### src/rtl/serial_subtractor.sv
// Multi-cycle subtractor: diff = a - b - bin, DIGIT bits per clock, LSB digit first.
// The borrow is carried between digits in a register; a start/done handshake frames each operation.
module serial_subtractor #(
   parameter int WIDTH = 16,
   parameter int DIGIT = 4
) (
   input  logic             clk,
   input  logic             rst,
   input  logic             start,
   input  logic [WIDTH-1:0] a,
   input  logic [WIDTH-1:0] b,
   input  logic             bin,
   output logic             busy,
   output logic             done,
   output logic [WIDTH-1:0] diff,
   output logic             bout,
   output logic             ovf
);

   localparam int STEPS = WIDTH / DIGIT;
   localparam int CW    = $clog2(STEPS + 1);

   typedef enum logic [1:0] {
      IDLE = 2'd0,
      RUN  = 2'd1,
      DONE = 2'd2
   } state_t;

   state_t           state_reg, state_next;
   logic [WIDTH-1:0] a_sh_reg, b_sh_reg, diff_reg;
   logic             a_msb_reg, b_msb_reg;
   logic             borrow_reg;
   logic [CW-1:0]    cnt_reg;
   logic             busy_reg, done_reg, bout_reg, ovf_reg;

   logic             accept, last_step;
   logic [DIGIT-1:0] dig;
   logic             br_out;

   // Borrow ripples through the low DIGIT bits of the operand shift registers.
   always_comb begin
      logic br;
      br  = borrow_reg;
      dig = '0;
      for (int i = 0; i < DIGIT; i++) begin
         dig[i] = a_sh_reg[i] ^ b_sh_reg[i] ^ br;
         br     = (~a_sh_reg[i] & b_sh_reg[i]) | (~a_sh_reg[i] & br) | (b_sh_reg[i] & br);
      end
      br_out = br;
   end

   always_comb begin
      state_next = state_reg;
      accept     = 1'b0;
      last_step  = 1'b0;
      case (state_reg)
         IDLE: begin
            if (start) begin
               accept     = 1'b1;
               state_next = RUN;
            end
         end
         RUN: begin
            if (cnt_reg == CW'(STEPS - 1)) begin
               last_step  = 1'b1;
               state_next = DONE;
            end
         end
         DONE: begin
            if (start) begin
               accept     = 1'b1;
               state_next = RUN;
            end else begin
               state_next = IDLE;
            end
         end
         default: state_next = IDLE;
      endcase
   end

   always_ff @(posedge clk) begin
      if (rst) begin
         state_reg <= IDLE;
      end else begin
         state_reg <= state_next;
      end
   end

   always_ff @(posedge clk) begin
      if (rst) begin
         a_sh_reg   <= '0;
         b_sh_reg   <= '0;
         a_msb_reg  <= 1'b0;
         b_msb_reg  <= 1'b0;
         borrow_reg <= 1'b0;
         cnt_reg    <= '0;
         diff_reg   <= '0;
         bout_reg   <= 1'b0;
         ovf_reg    <= 1'b0;
         busy_reg   <= 1'b0;
         done_reg   <= 1'b0;
      end else begin
         busy_reg <= (state_next == RUN);
         done_reg <= (state_next == DONE);
         if (accept) begin
            a_sh_reg   <= a;
            b_sh_reg   <= b;
            a_msb_reg  <= a[WIDTH-1];
            b_msb_reg  <= b[WIDTH-1];
            borrow_reg <= bin;
            cnt_reg    <= '0;
         end else if (state_reg == RUN) begin
            a_sh_reg   <= a_sh_reg >> DIGIT;
            b_sh_reg   <= b_sh_reg >> DIGIT;
            borrow_reg <= br_out;
            cnt_reg    <= cnt_reg + CW'(1);
            // New digit enters at the top; after STEPS shifts digit 0 sits at the LSB.
            diff_reg   <= (WIDTH'(dig) << (WIDTH - DIGIT)) | (diff_reg >> DIGIT);
            if (last_step) begin
               bout_reg <= br_out;
               ovf_reg  <= (a_msb_reg ^ b_msb_reg) & (a_msb_reg ^ dig[DIGIT-1]);
            end
         end
      end
   end

   assign busy = busy_reg;
   assign done = done_reg;
   assign diff = diff_reg;
   assign bout = bout_reg;
   assign ovf  = ovf_reg;

endmodule
### config.mk
export PLATFORM = sky130hd
export DESIGN_NAME = serial_subtractor
export DESIGN_NICKNAME = d
export VERILOG_FILES = /design/src/rtl/serial_subtractor.sv
export SDC_FILE = /design/constraint.sdc
export NUM_CORES = 1
export LEC_CHECK = 0
export ABC_AREA = 1
export BUFFER_PORTS_ARGS = -buffer_cell sky130_fd_sc_hd__clkbuf_2
export CAP_MARGIN = 30
export CORE_MARGIN = 1
export CORE_UTILIZATION = 45
export CTS_BUF_LIST = sky130_fd_sc_hd__clkbuf_16
export CTS_CLUSTER_DIAMETER = 80
export DETAILED_ROUTE_END_ITERATION = 12
export PLACE_DENSITY = 0.68
export SETUP_SLACK_MARGIN = 0.4
export SLEW_MARGIN = 15
export SYNTH_ARGS = -nofsm -noshare
export SYNTH_HDL_FRONTEND = slang
export SYNTH_SLANG_ARGS = --single-unit
### constraint.sdc
create_clock -name clk -period 4.4 [get_ports clk]
set_clock_uncertainty 0.15 [all_clocks]
set_input_delay 1.1 -clock clk [delete_from_list [all_inputs] [get_ports clk]]
set_output_delay 1.1 -clock clk [all_outputs]
set_load 0.02 [all_outputs]
==> results of run 1 <==
-- cells in the final DEF (no fill, tap or decap), drive strengths merged --
cell / instances
a21oi: 23
buf: 1
bufinv: 2
clkbuf: 64
clkinv: 3
clkinvlp: 1
dfxtp: 60
fa: 4
ha: 2
inv: 55
nand2: 72
nand3: 34
nor2: 53
nor3: 10
o211a: 3
o21ai: 31
o22ai: 2
xor2: 1
-- cells by family (layout without fill, tap and decap cells) --
logic type / count (synthesis) / after routing
compound gates: 59 / 59
xor+xnor: 1 / 1
fa+ha+maj: 6 / 6
buf+inv: 76 / 126
flops: 60 / 60
simple gates: 169 / 169
-- metrics by stage --
step	hold WS (ps)	area (sq um)	instances	worst slack (ps)	total power, mW
2_1_floorplan	283	2640	371	2090	0.780
3_3_place_gp	295	2920	478	1630	0.838
3_5_place_dp	300	2920	478	1610	0.842
4_1_cts	307	3220	493	1900	1.56
5_1_grt	332	3220	493	1700	1.63
6_report	305	3220	493	1910	1.55
-- critical path, delay by kind of cell (launching register included) --
| family | cells | cell delay [ps] |
|---|---|---|
| adder cells (fa/ha/maj) | 4 | 1390 |
| flip-flops | 1 | 290 |
| buffers and inverters | 3 | 240 |
| AND/OR/NAND/NOR | 3 | 240 |
| AO/OA/AOI/OAI | 1 | 80 |
-- per-layer routing --
| metal | vias to the layer above | global-route usage (%) | part of all wire (%) |
|---|---|---|---|
| met1 | 1061 | 25.2 | 47 |
| met5 | - | 0 | 0 |
| met2 | 62 | 33.3 | 47 |
| met4 | 0 | 7.22 | 1.1 |
| li1 | 1252 | - | - |
| met3 | 8 | 7.56 | 4.7 |
-- Yosys cell counts (all sizes together) --
library cell | count | area share (%)
fa | 4 | 3.0
nor2 | 53 | 7.8
nand3 | 34 | 6.4
nand2 | 72 | 11
o211a | 3 | 1.1
xor2 | 1 | 0.33
ha | 2 | 0.95
a21oi | 23 | 4.4
dfxtp | 60 | 45
nor3 | 10 | 1.9
inv | 55 | 7.9
clkbuf | 10 | 1.4
o22ai | 2 | 0.47
o21ai | 31 | 5.9
buf | 11 | 2.3
-- power breakdown --
part	internal, mW	total, mW	leakage (nW)	switching [mW]
combinational	0.0770	0.214	0.962	0.137
clock	0.486	0.717	0.146	0.231
sequential	0.589	0.616	0.494	0.0265
total	1.15	1.55	1.60	0.395
-- worst paths after layout --
path           endpoint  slack (ps)  cells after the start        start
min          cnt_reg[2]         300                      2   cnt_reg[2]
max                 ovf        1910                     11  b_sh_reg[0]
min reg2reg  cnt_reg[2]         300                      2   cnt_reg[2]
max reg2reg         ovf        1910                     11  b_sh_reg[0]
-- layout make-up --
type / count / share of cell area (%)
clock buffers: 9 / 6.98
clock inverters: 6 / 2.48
inverters: 55 / 6.48
multi-input cells: 235 / 35.2
flip-flops and latches: 60 / 37.3
well taps: 72 / 2.79
repair buffers: 56 / 8.77
==> qor.csv, run 1 <==
metric,value,unit
fin_crit_sh,56.6,%
regArea,0.00120,sq mm
core,0.00557,sq mm
cts_buffer_depth,2,
yosysWarnings,0,
fmax,402,MHz
port_buffers,55,
synth_seq_cells,60,
min_period,2490,ps
clk_pin_slew,50,ps
netlist_instances,371,
hold_buffers,0,
rsz0062_at_grt,no,
slew_viol_final,0,
synthSimpleGateAreaFrac,26.8,%
total_leakage_power,1.60,nW
clock_latency,320,ps
drt_drc_violations_left,0,
ctsRootBufferMaster,clkbuf_16,
worstSetupPathType,reg2reg,
syn_nets,413,
yosys.area_share.adder,3.98,%
antenna_found_initial,0,
multi_input_area,0.00114,sq mm
fin_tns_setup,0,ps
yosysSeqAreaShare,45.4,%
status,finished clean,
yosysUniqueCellTypes,22,
num_antenna_cells,0,
cts_tree,built,
tightest_slew,788,ps
cellPowerDensity,480,mW/mm^2
crit_top_cell,fa_1,
syn2layout_area_growth,22.0,%
nets,459,
cts-buffers-inserted,9,
vdd_drop_max,0.000244,V
postRouteAntennaNets,0,
setup_viol,0,
maxSlewHeadroom,47.3,%
initial_core_util,47.4,%
cp-end-kind,flop,
synth_mux_area_share,0,%
drive_gt1_share,17.8,%
firstDrtPassIters,4,
post_cts_resized,0,
rows,27,
vias,2383,
synth.cell_area,0.00264,sq mm
via_per_inst,4.83,
gp_congestion,0.784,
synth_compound_area_share,11.8,%
synthXorXnorAreaFrac,0.331,%
routed_wl,5.76,mm
grt_max_degree,44,
slowest_stage,fa_1,
htree_levels,3,
post_cts_buffers,0,
arrival,2550,ps
grt_pass1_vias,2241,
synth_top_family_by_area,simple AND/OR/NAND/NOR gates,
die-area,0.00619,sq mm
worstPathMaxFanout,3,
syn_area_per_cell,7.13,sq um
grt.overflow.total,0,
ios,56,
cts.sinks,60,
hold_path.class,reg2reg,
die_width,78.7,microns
hpwl,3.74,mm
fp.dieH,78.7,microns
max_stage_delay,460,ps
routedWlPerCell,11.7,microns
start_kind,flop,
crit_required,4460,ps
fillers,521,
grt_pass1_wl,9.87,mm
max_cap_viol_count,0,
final-hold-violation-count,0,
drt-initial-drc-count,129,
final_util,57.8,%
path_cells,"inv_1, fa_1, inv_1, fa_1, fa_1, inv_1, fa_1, nand3_1, o21ai_0, nor2_1, nor2_1",
grtUsageTotal,20.7,%
(Power assumes the default switching activity.)
==> run 2: changes to the inputs <==
- ABC_AREA: 1 -> 0
- clock period: 4.4 -> 2.6 ns (I/O delays scaled with it)
==> run 2 against run 1 <==
Compared with the run above:
- maximum frequency increased by 2.9%
- area after synthesis is 2.0% lower
- cell count down 15%
- first-iteration DRC count down 14%
- hold slack better by 4.3 ps
- sequential share of layout area about the same
- register-to-register slack worse by 1700 ps
- critical path depth down 1
- die area decreased by 1.9%
- largest power group unchanged
==> qor.csv, run 2 <==
metric,value,unit
status,finished clean,
synth.cell_area,0.00259,sq mm
vias,2147,
total_leakage_power,1.27,nW
synth_seq_cells,60,
final_util,58.4,%
fp.dieH,77.9,microns
setup_viol,0,
initial_core_util,46.8,%
timing.rr.start,borrow_reg,
antenna_found_initial,0,
fillers,536,
layout_common_cells,"79 x nand2_1, 57 x dfxtp_1, 55 x clkbuf_2",
synthTopCellsByCount,"79 x nand2_1, 60 x dfxtp_1, 29 x nor2_1",
cts_tree,built,
via_per_inst,5.15,
synth_top_area_cell,dfxtp_1,
maxSlewHeadroom,57.8,%
fin_crit_sh,93.0,%
final_cells,417,
hold_path.class,reg2reg,
syn2layout_area_growth,24.9,%
clk_pin_slew,50,ps
hpwl,3.53,mm
rows,27,
postRouteAntennaNets,0,
ctsRootBufferMaster,clkbuf_16,
die-area,0.00607,sq mm
grt_pass1_wl,9.22,mm
cts_buffer_depth,2,
cp-endpoint,ovf,
routed_wl,5.42,mm
htree_levels,3,
rsz0062_at_grt,yes,
grt_max_degree,45,
firstDrtPassIters,4,
reg2reg_depth,10,
netlist.area_leader.share,46.4,%
max_cap_viol_count,0,
synth_area_leaders,"dfxtp_1 46%, a311oi_2 12%, nand2_1 11%",
start_kind,flop,
drive_gt1_share,32.8,%
crit_required,2630,ps
worstSetupPathType,reg2reg,
num_antenna_cells,0,
async_flop_share,0,%
nets,382,
die_width,77.9,microns
synth_edf_count,0,
vdd_drop_max,0.000504,V
ios,56,
syn_area_per_cell,8.90,sq um
grt.overflow.total,0,
cts.sinks,60,
place_inst,400,
fin_tns_setup,0,ps
reg2reg_to,ovf,
clock_latency,330,ps
syn_nets,333,
yosysSeqAreaShare,46.4,%
synth.most_common_cell,nand2_1,
cellPowerDensity,795,mW/mm^2
core,0.00554,sq mm
grt_pass1_vias,2044,
yosysUniqueCellTypes,28,
yosysWarnings,0,
slew_viol_final,0,
ys.flop_type,dfxtp_1,
layout_commonest_cell,nand2_1,
tightest_slew,633,ps
cp-end-kind,flop,
critical_path.startpoint,borrow_reg,
final-hold-violation-count,0,
gp_congestion,0.706,
grtUsageTotal,20.0,%
port_buffers,55,
drt-initial-drc-count,111,
min_period,2420,ps
netlist_instances,291,
fmax,414,MHz
routedWlPerCell,13.0,microns
drt_drc_violations_left,0,
cts-buffers-inserted,9,
arrival,2450,ps
worstPathMaxFanout,3,
rrSetupSlack,180,ps
## run 2: layout make-up
cell class	instances	area (sq um)	share of cell area (%)
multi-input combinational	197	1220	37.8
tap	72	90.1	2.78
inverter	8	30.0	0.928
clock inverter	7	81.3	2.51
clock buffer	9	225	6.96
sequential	60	1200	37.2
timing repair buffer	64	380	11.8
## run 2: layer usage
metal | GRT usage (%) | wire (microns) | part of all wire (%) | up-vias
met2 | 31.3 | 2410 | 44 | 56
met3 | 4.94 | 255 | 4.7 | 12
met4 | 12.5 | 164 | 3.0 | 0
li1 | - | - | - | 1089
met1 | 24.6 | 2590 | 48 | 990
met5 | 0 | 0 | 0 | -
## run 2: how the worst min path moves through the flow
stage | slack [ps] | to | cells past startpoint | from
2_1_floorplan | 300 | a_msb_reg | 2 | a_msb_reg
3_3_place_gp | 290 | diff[0] | 2 | diff[0]
3_5_place_dp | 300 | diff[1] | 2 | diff[1]
4_1_cts | 310 | diff[1] | 2 | diff[1]
5_1_grt | 330 | diff[0] | 2 | diff[0]
6_report | 310 | diff[0] | 2 | diff[0]
## run 2: power breakdown
| part | leakage, nW | internal (mW) | switching, mW | total (mW) |
|---|---|---|---|---|
| Clock | 0.152 | 0.824 | 0.404 | 1.23 |
| Sequential | 0.493 | 0.980 | 0.0354 | 1.02 |
| Combinational | 0.623 | 0.139 | 0.189 | 0.327 |
## run 2: repair_timing
action	4_1_cts	5_1_grt
gates resized for setup	6	3
hold buffers	0	0
setup buffers	1	0
setup endpoints to repair	3	3
pin swaps	4	2
## run 2: worst max-delay path, stage by stage, from the launching register on
cell,delay (ps)
dfxtp_2,320
inv_2,60
fa_2,190
inv_2,40
fa_2,330
fa_2,340
inv_2,60
fa_2,430
and3b_1,170
a21oi_1,100
a311oi_1,90
## run 2: cell families (layout without fill, tap and decap cells)
kind of cell,count (synthesis),count (layout),synth area share [%]
AO/OA/AOI/OAI,59,59,20.6
XOR/XNOR,1,1,0.338
adder cells (fa/ha/maj),6,6,4.06
buffers and inverters,34,88,7.10
flip-flops,60,60,46.4
multiplexers,4,4,1.55
AND/OR/NAND/NOR,127,127,20.0
## run 2: stage by stage
stage / area [sq um] / power (mW) / hold WS [ps] / setup slack (ps)
after CTS: 3230 / 2.59 / 309 / 178
after floorplan: 2600 / 1.26 / 295 / 233
after detailed placement: 2910 / 1.35 / 302 / 133
after global routing: 3240 / 2.67 / 334 / 106
final: 3240 / 2.57 / 309 / 182
after global placement: 2910 / 1.34 / 291 / 159
